<file path="config.mk">
export PLATFORM = sky130hd
export DESIGN_NAME = pattern_serializer
export DESIGN_NICKNAME = d
export VERILOG_FILES = /design/src/rtl/pattern_pkg.sv /design/src/rtl/ser_hold_buf.sv /design/src/rtl/pattern_serializer.sv
export SDC_FILE = /design/constraint.sdc
export NUM_CORES = 1
export LEC_CHECK = 0
export BUFFER_PORTS_ARGS = -buffer_cell sky130_fd_sc_hd__buf_2
export CORE_MARGIN = 8
export CORE_UTILIZATION = 53
export DETAILED_ROUTE_END_ITERATION = 16
export PLACE_DENSITY = 0.77
export SETUP_SLACK_MARGIN = 0.5
export SLEW_MARGIN = 15
export SYNTH_ARGS = -nofsm -noshare
export SYNTH_HDL_FRONTEND = slang
export SYNTH_SLANG_ARGS = --single-unit
</file>
<file path="constraint.sdc">
create_clock -name clk -period 1.8 [get_ports clk]
set_input_delay 0.18 -clock clk [delete_from_list [all_inputs] [get_ports clk]]
set_output_delay 0.18 -clock clk [all_outputs]
set_load 0.02 [all_outputs]
</file>
<file path="src/rtl/pattern_pkg.sv">
// Shared types and helpers for the pattern serializer.
// SERIAL_PARITY_EN adds a parity bit to every frame.
package pattern_pkg;

  localparam int SER_DEFAULT_WIDTH = 8;

  typedef enum logic {
    SER_IDLE  = 1'b0,
    SER_SHIFT = 1'b1
  } ser_state_t;

  function automatic int ser_frame_len(input int width);
`ifdef SERIAL_PARITY_EN
    return width + 1;
`else
    return width;
`endif
  endfunction

endpackage

</file>
<file path="src/rtl/ser_hold_buf.sv">
// Single-entry holding register in front of the serializer shifter.
// Accepts a word only while empty; pop drains it into the shifter.
module ser_hold_buf
  import pattern_pkg::*;
#(
  parameter int WIDTH = SER_DEFAULT_WIDTH
) (
  input  logic             clk,
  input  logic             rst_n,
  input  logic [WIDTH-1:0] din,
  input  logic             din_valid,
  input  logic             pop,
  output logic [WIDTH-1:0] hold,
  output logic             hold_full,
  output logic             din_ready
);

  logic accept;

  assign din_ready = !hold_full;
  assign accept    = din_valid && din_ready;

  always_ff @(posedge clk or negedge rst_n) begin
    if (!rst_n) begin
      hold      <= '0;
      hold_full <= 1'b0;
    end else if (accept) begin
      hold      <= din;
      hold_full <= 1'b1;
    end else if (pop) begin
      hold_full <= 1'b0;
    end
  end

endmodule

</file>
<file path="src/rtl/pattern_serializer.sv">
// MSB-first parallel-to-serial stage feeding the pattern detector.
// Optional SERIAL_PARITY_EN appends a parity bit to each frame.
module pattern_serializer
  import pattern_pkg::*;
#(
  parameter int WIDTH      = SER_DEFAULT_WIDTH,
  parameter bit IDLE_BIT   = 1'b0,
  parameter int PARITY_ODD = 0
) (
  input  logic             clk,
  input  logic             rst_n,
  input  logic [WIDTH-1:0] din,
  input  logic             din_valid,
  output logic             din_ready,
  output logic             ser_out,
  output logic             ser_valid,
  output logic             frame_done,
  output logic             busy
);

  localparam int FL = ser_frame_len(WIDTH);
  localparam int CW = $clog2(WIDTH + 1);
  localparam logic [CW-1:0] LAST = CW'(FL - 1);

  if (WIDTH < 2 || PARITY_ODD < 0 || PARITY_ODD > 1) begin : g_bad_cfg
    $error("pattern_serializer: illegal WIDTH or PARITY_ODD");
  end

  ser_state_t      state_q, state_d;
  logic [FL-1:0]   shift_q, shift_d;
  logic [CW-1:0]   cnt_q, cnt_d;
  logic [FL-1:0]   load_val;
  logic [WIDTH-1:0] hold;
  logic            hold_full;
  logic            hold_full_d;
  logic            last;
  logic            pop;
  logic            ser_out_d;
  logic            ser_valid_d;
  logic            frame_done_d;
  logic            busy_d;

  ser_hold_buf #(
    .WIDTH(WIDTH)
  ) u_hold (
    .clk       (clk),
    .rst_n     (rst_n),
    .din       (din),
    .din_valid (din_valid),
    .pop       (pop),
    .hold      (hold),
    .hold_full (hold_full),
    .din_ready (din_ready)
  );

`ifdef SERIAL_PARITY_EN
  assign load_val = {hold, (^hold) ^ 1'(PARITY_ODD)};
`else
  assign load_val = hold;
`endif

  assign last = (state_q == SER_SHIFT) && (cnt_q == LAST);
  assign pop  = hold_full && ((state_q == SER_IDLE) || last);

  // accept and pop never coincide: accept needs hold_full=0
  assign hold_full_d = (din_valid && din_ready) || (hold_full && !pop);

  always_comb begin
    state_d = state_q;
    shift_d = shift_q;
    cnt_d   = cnt_q;
    priority case (1'b1)
      pop: begin
        state_d = SER_SHIFT;
        shift_d = load_val;
        cnt_d   = '0;
      end
      last: begin
        state_d = SER_IDLE;
        shift_d = '0;
        cnt_d   = '0;
      end
      (state_q == SER_SHIFT): begin
        shift_d = shift_q << 1;
        cnt_d   = cnt_q + CW'(1);
      end
      default: ;
    endcase
    ser_valid_d  = (state_d == SER_SHIFT);
    ser_out_d    = ser_valid_d ? shift_d[FL-1] : IDLE_BIT;
    frame_done_d = ser_valid_d && (cnt_d == LAST);
    busy_d       = ser_valid_d || hold_full_d;
  end

  always_ff @(posedge clk or negedge rst_n) begin
    if (!rst_n) begin
      state_q    <= SER_IDLE;
      shift_q    <= '0;
      cnt_q      <= '0;
      ser_out    <= IDLE_BIT;
      ser_valid  <= 1'b0;
      frame_done <= 1'b0;
      busy       <= 1'b0;
    end else begin
      state_q    <= state_d;
      shift_q    <= shift_d;
      cnt_q      <= cnt_d;
      ser_out    <= ser_out_d;
      ser_valid  <= ser_valid_d;
      frame_done <= frame_done_d;
      busy       <= busy_d;
    end
  end

endmodule

</file>
# After elaboration in Yosys (flattened, before gate mapping)
# Cells that the tools add are included.
# Widths: inputs -> output; s select.
classes:
  n_addsub: 1
  eq_ne: 2
  muxes: 11
  bitwise_logic: 1
  reduce_logical: 12
ops:
  columns: ["operator", "n"]
  rows:
  - ["$mux 8", 3]
  - ["$mux 4", 3]
  - ["$eq 4x3->1 const B", 2]
  - ["$logic_and 1x1->1", 5]
  - ["$mux 1", 5]
  - ["$add 4x1->4 const B", 1]
  - ["$logic_or 1x1->1", 3]
  - ["$reduce_bool 3->1", 1]
  - ["$logic_not 1->1", 2]
  - ["$reduce_bool 2->1", 1]
  - ["$not 1->1", 1]
totals:
  register_bits: 25
  output_inout_bits: 5
  word_cells: 36

# Longest topological paths before layout
# Gate-level depths: netlist of run 1.
logic_depth:
  depth_word: 8
  depth_mapped: 5
  mapped_depth_nobuf: 4

# Cells and area by module
# A second synthesis of run 1 with hierarchy kept.
unflattened:
  cells_unflattened: 76
  area_unflattened_um2: 1033.5
modules_own_cells:
  columns: ["module", "n_inst", "cells_each", "area_each_um2"]
  rows:
  - ["pattern_serializer", 1, 55, 659.4]
  - ["ser_hold_buf", 1, 21, 374.1]

# Worst setup path after synthesis of run 1
# No wires, ideal clock.
synth_path:
  kind: "register to register"
  from: "register cnt_q[0]"
  to: "register shift_q[5]"
  setup_time_ns: 0.126
  arrival_time_ns: 1.349
  setup_slack_ns: 0.325
  stages_incl_launch_ff: 6
  n_path_buf: 1
  synth_period_minus_slack_ns: 1.475
  cell_sequence: "dfrtp_1 ha_1 nand3b_1 and2_4 buf_6 a221o_1"
synth_via:
  elab_chain_len: 5
  elab_cells_between_ends: 7
  classes_between: "eq/ne (1); mux (2); reduce/logical (4)"
synth_rtl:
  columns: ["element", "line", "source"]
  rows:
  - ["start, declared", "pattern_serializer.sv:31", "logic [CW-1:0] cnt_q, cnt_d;"]
  - ["start signal, assigned", "pattern_serializer.sv:107", "cnt_q <= cnt_d;"]
  - ["$eq 4x3->1 (*)", "pattern_serializer.sv:62", "assign last = (state_q == SER_SHIFT) && (cnt_q == LAST);"]
  - ["$logic_and 1x1->1 (*)", "pattern_serializer.sv:62", null]
  - ["$logic_or 1x1->1", "pattern_serializer.sv:63", "assign pop = hold_full && ((state_q == SER_IDLE) || last);"]
  - ["$logic_and 1x1->1", "pattern_serializer.sv:63", null]
  - ["$reduce_bool 3->1 (no line) or $mux 8 (tied branches)", null, null]
  - ["end signal, assigned", "pattern_serializer.sv:106", "shift_q <= shift_d;"]
  - ["end, declared", "pattern_serializer.sv:30", "logic [FL-1:0] shift_q, shift_d;"]
# Every way passes the cells marked *; elsewhere a longest branch is shown, timed or not.
# A chain may end at the register's enable or synchronous reset.

# Worst setup path in the final report of run 1
layout_path:
  from: "register cnt_q[0]"
  to: "register frame_done"
layout_via:
  elab_chain_len: 7
  elab_cells_between_ends: 12
  classes_between: "add/sub (1); eq/ne (2); mux (5); reduce/logical (4)"
layout_rtl:
  columns: ["element", "line", "source"]
  rows:
  - ["branches (longest 6 deep; another with $add 4x1->4)", null, null]
  - ["$logic_and 1x1->1 (*)", "pattern_serializer.sv:91", "frame_done_d = ser_valid_d && (cnt_d == LAST);"]
  - ["via frame_done_d", "pattern_serializer.sv:40", "logic frame_done_d;"]
  - ["end signal, assigned", "pattern_serializer.sv:110", "frame_done <= frame_done_d;"]
  - ["end, declared", "pattern_serializer.sv:17", "output logic frame_done,"]
# Mark *: on every way through the listed nets, which the timed path passes.

==> impl_results.md, run 1 <==
* Total number of vias at 685
* Commonest non-fill, non-tap cell in the layout: dfrtp_1
* Clock buffer depth at 2
* Adder-cell share of the synthesized area at 0.0124
* Initial Util at 0.570
* Layout cells sized above 1 at 0.534
* Result of the run: completed
* Clock sink count at 24
* Synth unique cells at 27
* Grt ovf at 0
* WHS Path Cells at 2
* Seq/Total Area, Yosys at 0.597
* CTS HTree Levels at 1
* DRC violation count after routing at 0
* Slew headroom at 0.663
* Max FO, Critical Path at 7
* Final Power at 2050 µW
* Clk pin slew, worst setup/hold paths at 120 ps
* Vias in the first global route at 717
* XOR/XNOR share of the synthesized area at 0.0174
* Final Hold Viols at 0
* Syn avg cell area at 13.4 µm²
* Area contributors post-synth: dfrtp_1, mux2_2, a221o_2
* Main combinational cell family by area after synthesis: simple AND/OR/NAND/NOR gates
* PD cells at 1630 nW/µm²
* DIE AREA at 3550 µm²
* CTS buffer count at 3
* Core ar. at 1760 µm²
* Critical Path RT at 2000 ps
* Peak supply drop at 0.00108 V
* WS Path Type: flip-flop to flip-flop
* Number of synthesized flops with an enable pin at 0
* Tcrit/Tclk final at 0.794
* DPL Wire Length at around 1300 µm
* Synth Area in Compound Gates at 0.122
* Setup TNS at 0 ps
* Slew Viols, Final at 0
* Num rows at 15
* Antenna-violating nets left at 0
* # nets final at about 120
* Worst reg2reg path depth at 6
* Ys Warns at 0
* RSZ-0062 raised after global routing: true
* Routed len/inst at 16.1 µm
* Final worst clock skew at between 1.5 and 2 ps
* Setup Viol. Count Final at 0
* CP endpoint kind: flip-flop
* Area growth, synth to finish at 24.6%
* Number of port buffers at 15
* Min Tclk post-route at 1430 ps
* Final std cells w/o fill at 128
* Max_cap viols at 0
* Clk Latency, worst-skew pair at roughly 300 ps
* Initial antenna violation count at 0
* Detailed Route WL at 2070 µm
* Synth Register Bits at 24
* Post-Synth Simple-Gate Area at 0.131
* GP Congestion at approximately 0.78
* Root buf cell: clkbuf_4
* Largest area contributor in the netlist: dfrtp_1
* Async SR Flop Fraction at 1.00
* Critical path data arrival time at 1630 ps
* DR iter-0 viols at 18
* Io pins at 16
* All-layer global routing usage at 0.118
* Mapped Area at 1010 µm²
* Hold WC Path Type: input port to flip-flop
* Pleak at 0.000572 µW
* Most frequent cells in the layout: dfrtp_1, buf_2, buf_4
* Max Clk Rate at 0.700 GHz
* Largest net degree at the start of global routing at 25
* Die H at 59.6 µm
* CTS tree: yes
* Post-Syn Nets at 87
* Drt pass-1 iters at 4
* First-pass GRT wire length at 3130 µm
* Via-to-Cell Ratio at 5.35
* Cells after Synth at 75
* Antenna diodes at 0
* Die W at 59.6 µm
* Worst slew pin tran at between 500 and 600 ps
* CP Launch Type: flip-flop
* Share of Yosys cell area claimed by the top area cell type at 0.597
* Cells after DPL at 113
* Mux share of post-synthesis cell area at 0.0896
* Fin util at 0.711
* Most used DFF post-synth: dfrtp_1
* WHS at 79.0 ps
-- area by class of cell --
class,count,area [µm²]
fillers,140,510
well taps,25,31.3
clock buffers,3,22.5
repair buffers,28,186
inverters,1,3.75
multi-input cells,47,407
flip-flops and latches,24,603
-- kinds of logic after synthesis --
group                      Yosys count
and+or+nand+nor                     22
xor gates and xnor gates             2
DFF                                 24
muxes                                8
adders and majority gates            1
AOI/OAI and AO/OA                   14
buffers and inverters                4
-- synthesized netlist by cell type, drive strengths merged (2+ instances only) --
library cell  count
a21oi             2
a221o             6
a22o              2
and2              7
buf               3
dfrtp            24
mux2              8
nand2             4
nor2              2
o21ai             3
or3               2
xnor2             2
-- power breakdown --
part,internal (µW),switching [µW]
registers,764,158
clock network,78.0,144
logic,526,375
total,1370,677
-- worst max-delay path, stage by stage, from the launching register on --
cell,delay (ps)
dfrtp_1,410
ha_4,160
nand3b_1,110
and2_4,190
buf_4,140
buf_6,110
and4_2,200
-- timing repair --
action,4_1_cts,5_1_grt
pin swaps,0,1
hold buffers,1,0
endpoints found under the hold margin,24,0
gates resized for setup,0,10
endpoints found under the setup margin,12,19
gates cloned,0,1
buffers inserted,3,7
-- flip-flops by register name (all words and copies together) (netlist names) --
name and count:
u_hold.hold 8, shift_q 7, busy 1, u_hold.hold_full 1
state_q 1, frame_done 1, cnt_q 4, ser_out 1
-- worst paths after layout --
path,startpoint,endpoint,slack [ps]
worst min-delay path,din_valid,busy,80
min in group asynchronous,rst_n,busy,380
worst min register to register,shift_q[0],shift_q[0],510
worst max-delay path,cnt_q[0],frame_done,370
max in group asynchronous,rst_n,state_q,1050
worst max register to register,cnt_q[0],frame_done,370
-- per-stage QoR --
step / area [µm²] / worst slack [ps]
detailed placement: 1100 / 368
global placement: 1100 / 416
floorplan: 1020 / 427
CTS: 1160 / 397
finish: 1250 / 372
global route: 1250 / 337
-- routing by layer --
metal	routed length, µm	track usage	share of wire
met5	0	0	0
met3	51	0.0195	0.025
met1	897	0.145	0.43
met2	1090	0.188	0.53
met4	29	0.0680	0.014
No activity file was read; power rests on OpenSTA's default activity.
==> inputs of run 2 (changes only) <==
Settings changed: ABC_AREA set to 1, CORE_UTILIZATION 53 to 49, PLACE_DENSITY 0.77 to 0.75.
Clock period 1.8 ns to 1.18 ns, I/O delays scaled along.
==> run 2 against run 1 <==
The run now ends with negative hold slack, negative setup slack left. Combinational power rose by 120%. Worst setup slack got worse by 430 ps. Global-route usage rose by 1.3 points. Sequential share of layout area fell by 9.4 points. Sequential power rose by 44%. Synthesized cell count rose by 55%. Via count rose by 33%. Critical endpoint is now shift_q[1]. Largest cell class unchanged.
==> impl_results.md, run 2 <==
* Num rows at 17
* Setup TNS at -314 ps
* Largest area contributor in the netlist: dfrtp_1
* Routed len/inst at between 15 and 20 µm
* Critical path data arrival time at 1480 ps
* First-pass GRT wire length at 4270 µm
* Worst reg2reg path depth at 6
* Min Tclk post-route at 1230 ps
* Met1 GRT Util at 0.145
* Slew headroom at 0.656
* Root buf cell: clkbuf_4
* CP endpoint: shift_q[1]
* Grt ovf at 0
* Failing checks: negative hold slack, negative setup slack
* Clock sink count at 24
* Placed cell areas at between 1000 and 1500 µm²
* DPL Wire Length at around 1400 µm
* Synth top cells by count: dfrtp_1, nand2_1, nor2_1
* Clk pin slew, worst setup/hold paths at 130 ps
* Reg with most FFs: u_hold.hold
* Area growth, synth to finish at 43.0%
* Layout cells sized above 1 at 0.490
* Met2 usage at 0.248
* Largest net degree at the start of global routing at 25
* Syn avg cell area at 9.37 µm²
* RSZ-0062 raised after global routing: true
* Final setup margin at -53.6 ps
* WHS at -247 ps
* Synth unique cells at 18
* Post-Syn Nets at 128
* Result of the run: finished, violations left
* DRC violation count after routing at 0
* Pleak at around 0.00073 µW
* Worst slew pin tran at around 520 ps
* CTS HTree Levels at 1
* Global-route layer with the greatest usage: met2
* Largest register FFs at 8
* Antenna diodes at 0
* CP Launch Type: flip-flop
* Worst r2r src: cnt_q[1]
* Max FO, Critical Path at 7
* Cells after DPL at 160
* Final worst clock skew at 2.19 ps
* Seq/Total Area, Yosys at 0.552
* Clk Latency, worst-skew pair at 310 ps
* PD cells at 2390 nW/µm²
* GP Congestion at 0.768
* Total number of vias at around 910
* DIE AREA at about 4000 µm²
* CTS buffer count at 3
* Ys Warns at 0
* Die W at around 63 µm
* Setup slack, reg-to-reg at -50 ps
* Die H at 63.1 µm
* CTS tree: yes
* Top Registers: u_hold.hold: 8 flops, shift_q: 7 flops, cnt_q: 4 flops
* WS Path Type: flip-flop to flip-flop
* Final std cells w/o fill at 177
* Peak supply drop at 0.00141 V
* Async SR Flop Fraction at 1.00
* Most used DFF post-synth: dfrtp_1
* Worst reg2reg path endpoint: shift_q[1]
* Vias in the first global route at between 900 and 1k
* Number of port buffers at 15
* All-layer global routing usage at 0.131
* DR iter-0 viols at 38
* Number of synthesized flops with an enable pin at 0
* Drt pass-1 iters at 5
* Setup Viol. Count Final at 9
* Worst Setup SP: cnt_q[1]
* Cell with the most instances after synthesis: dfrtp_1
* CP endpoint kind: flip-flop
* Tcrit/Tclk final at 1.05
* Io pins at 16
* Most frequent cells in the layout: dfrtp_1, nand2_1, inv_1
* Cells after Synth at 116
* Core ar. at 2150 µm²
* Hold WC Path Type: input port to asynchronous set/reset pin
* Via-to-Cell Ratio at 5.16
* Finished Cell Area at between 1500 and 2000 µm²
* Detailed Route WL at 2760 µm
* Synth Register Bits at 24
* Commonest non-fill, non-tap cell in the layout: dfrtp_1
* Mapped Area at 1090 µm²
* # nets final at 162
* Area contributors post-synth: dfrtp_1, nand2_1, o211ai_2
* Clock buffer depth at 2
* Critical Path RT at 1420 ps
* Max Clk Rate at just over 0.8 GHz
* Antenna-violating nets left at 0
* Share of Yosys cell area claimed by the top area cell type at 0.552
* Initial Util at 0.506
* Max_cap viols at 0
* Met3 track utilization from global routing at 0.0177
* Final Hold Viols at 24
* Final Power at 3710 µW
* Slew Viols, Final at 0
* Initial antenna violation count at 0
==> run 2: cell types whose count changed in the layout (fill, tap and decap cells not counted), sizes merged, moves of 4 or more <==
cell / previous run / this run
nand2: 4 / 28
nor2: 2 / 19
inv: 1 / 17
mux2: 8 / 0
and2: 7 / 0
a21oi: 2 / 8
a221o: 6 / 0
o211ai: 0 / 6
nand3: 0 / 4
==> run 2: layout make-up <==
cell class	count	area [µm²]
Sequential cell	24	602
Multi-Input combinational cell	75	597
Fill cell	150	593
Timing Repair Buffer	29	229
Inverter	17	66.3
Tap cell	28	35.0
Clock buffer	4	26.3
==> run 2: repair_timing <==
action	CTS	global route
resized for setup	30	26
buffers inserted	5	5
pin swaps	3	4
endpoints found under the setup margin	29	29
endpoints found under the hold margin	24	24
gates cloned	2	1
==> run 2: per-stage QoR <==
step / setup WS [ps] / util
after CTS: -47.1 / 0.658
final: -53.6 / 0.724
after detailed placement: -36.6 / 0.566
after global placement: 14.3 / 0.566
after floorplan: 44.0 / -
after global routing: -120 / 0.724
==> run 2: cell families (layout without fill, tap and decap cells) <==
logic type	count (synthesis)	in the layout	share of synthesized area
flip-flops	24	24	0.552
adder cells (fa/ha/maj)	1	1	0.0115
buffers and inverters	20	50	0.0898
AO/OA/AOI/OAI	20	20	0.139
AND/OR/NAND/NOR	51	54	0.207
==> run 2: how the worst min path moves through the flow <==
stage / slack [ps] / start / end
after detailed placement: 130 / rst_n / ser_out
final: -250 / rst_n / cnt_q[0]
after global placement: 120 / rst_n / ser_out
after floorplan: -180 / rst_n / busy
after global routing: -200 / rst_n / cnt_q[0]
after CTS: -210 / rst_n / u_hold.hold[2]
==> run 2: critical path, stage by stage, from the launching register on <==
cell and delay (ps):
dfrtp_1 440, ha_4 190, nand3_4 60, nand2_4 80, inv_1 190, nand2_1 110
o211ai_2 90
==> run 2: power breakdown <==
group	total [µW]	internal (µW)	switching (µW)
Combinational	2010	868	1140
Sequential	1330	1150	179
Clock	376	132	243
==> run 2: per-layer routing <==
metal | wire, µm | share of wire
met5 | 0 | 0
met2 | 1570 | 0.57
met3 | 52 | 0.019
met4 | 28 | 0.010
met1 | 1100 | 0.40
==> inputs of run 3 (changes only) <==
Settings changed: BUFFER_PORTS_ARGS -buffer_cell sky130_fd_sc_hd__buf_2 to -buffer_cell sky130_fd_sc_hd__buf_4.
==> run 3 against run 2 <==
The run ends with negative setup slack left. Power increased by 1.9%. Maximum frequency decreased by 1.2%. Combinational power about the same. Core utilization increased by 3.3 points. Clock power increased by 18%.
==> impl_results.md, run 3 (same netlist as run 2, synthesis figures left out) <==
* # nets final at 164
* Die H at 63.1 µm
* Setup slack, reg-to-reg at -70 ps
* Routed len/inst at around 15 µm
* Max FO, Critical Path at 5
* Peak supply drop at 0.00136 V
* Setup Viol. Count Final at 7
* Min Tclk post-route at 1250 ps
* Worst path slowest cell: dfrtp_1
* Most frequent cells in the layout: dfrtp_1, nand2_1, buf_4
* PD cells at 2320 nW/µm²
* GP Congestion at about 0.76
* Final worst clock skew at 3.21 ps
* Worst slack, placed at -28.0 ps
* CTS HTree Levels at 1
* Number of port buffers at 15
* Clock buffer depth at 2
* Final Power at 3780 µW
* DRC violation count after routing at 0
* Detailed Route WL at ~2600 µm
* Die W at about 63 µm
* CP Launch Type: flip-flop
* Pleak at 0.000752 µW
* Drt pass-1 iters at 4
* CP endpoint kind: flip-flop
* Via-to-Cell Ratio at around 5.3
* Critical Path RT at approximately 1400 ps
* First-pass GRT wire length at 4060 µm
* DR iter-0 viols at 65
* Antenna diodes at 0
* Area growth, synth to finish at 49.6%
* Area of the multi-input gates at 614 µm²
* Grt ovf at 0
* CP peak stage delay at 420 ps
* Total number of vias at 943
* DPL Wire Length at 1330 µm
* Clk pin slew, worst setup/hold paths at 130 ps
* Largest net degree at the start of global routing at 25
* Max_cap viols at 0
* Tcrit/Tclk final at 1.06
* Final Hold Viols at 0
* Commonest non-fill, non-tap cell in the layout: dfrtp_1
* Critical Path, Cell by Cell: ha_4, nand3_4, nand2_8, buf_4, nand2_8, o211ai_2
* Largest register FFs at 8
* Slew headroom at 0.801
* Io pins at 16
* Final setup margin at -67.9 ps
* Initial antenna violation count at 0
* Worst slew pin tran at 298 ps
* Top cell by count, worst path: nand2_8
* Critical path data arrival time at ~1500 ps
* Slew Viols, Final at 0
* Hold WC Path Type: input port to flip-flop
* Reg area at 602 µm²
* Clock sink count at 24
* Max Clk Rate at approximately 0.8 GHz
* RSZ-0062 raised after global routing: true
* DIE AREA at 3980 µm²
* Top Registers: u_hold.hold: 8 flops, shift_q: 7 flops, cnt_q: 4 flops
* Layout cells sized above 1 at 0.497
* WS Path Type: flip-flop to flip-flop
* Result of the run: finished, violations left
* Clk Latency, worst-skew pair at roughly 320 ps
* Initial Util at 0.506
* Filler instances at approximately 140
* CTS tree: yes
* CTS buffer count at 3
* Root buf cell: clkbuf_4
* Reg with most FFs: u_hold.hold
* Num rows at 17
* All-layer global routing usage at 0.125
* Vias in the first global route at 922
* Core ar. at 2150 µm²
* Failing checks: negative setup slack
* Antenna-violating nets left at 0
* CP Buf/Inv Count at 1
* Family with the most delay on the worst path: flip-flops
==> run 3: worst paths after layout <==
| path | from | endpoint | cells after the start |
|---|---|---|---|
| worst max register to register | cnt_q[1] | shift_q[6] | 6 |
| worst max-delay path | cnt_q[1] | shift_q[6] | 6 |
| worst min-delay path | din[2] | u_hold.hold[2] | 3 |
| max in group asynchronous | rst_n | state_q | 2 |
| worst min register to register | shift_q[0] | shift_q[0] | 2 |
| min in group asynchronous | rst_n | shift_q[6] | 2 |
==> run 3: through the flow <==
| stage | cells | hold slack (ps) | utilization | setup TNS, ps | area (µm²) |
|---|---|---|---|---|---|
| final | 179 | 28.2 | 0.757 | -290 | 1630 |
| after global routing | 179 | 32.8 | 0.757 | -868 | 1630 |
| after CTS | 175 | 27.1 | 0.711 | -38.1 | 1530 |
| after detailed placement | 160 | 32.3 | 0.583 | -64.7 | 1250 |
| after global placement | 160 | 30.2 | 0.583 | 0 | 1250 |
| after floorplan | 116 | -178 | - | 0 | 1110 |
==> run 3: routing by layer <==
| metal | up-vias | GRT usage | share of wire |
|---|---|---|---|
| met4 | 0 | 0.0598 | 0.020 |
| met3 | 7 | 0.0177 | 0.034 |
| met5 | - | 0 | 0 |
| met2 | 28 | 0.230 | 0.55 |
| li1 | 446 | - | - |
| met1 | 462 | 0.136 | 0.39 |
==> run 3: final cells by class <==
| cell class | instances | share of cell area |
|---|---|---|
| Multi-Input combinational cell | 75 | 0.378 |
| Sequential cell | 24 | 0.370 |
| Timing Repair Buffer | 31 | 0.169 |
| Inverter | 17 | 0.0392 |
| Clock buffer | 4 | 0.0223 |
| Tap cell | 28 | 0.0215 |
==> run 3: repair_timing <==
action	CTS	global route
setup endpoints to repair	29	29
setup buffers	8	3
hold buffers	1	0
hold endpoints to repair	24	0
pin swaps	3	3
resized for setup	36	17
cloned	2	1
==> run 3: power by group <==
part | switching, µW | internal [µW]
registers | 174 | 1150
clock network | 253 | 189
logic | 1120 | 900
==> run 3: tightest hold or removal path, stage by stage <==
cell and delay (ps):
buf_4 90, nor2_4 30, a21oi_2 80
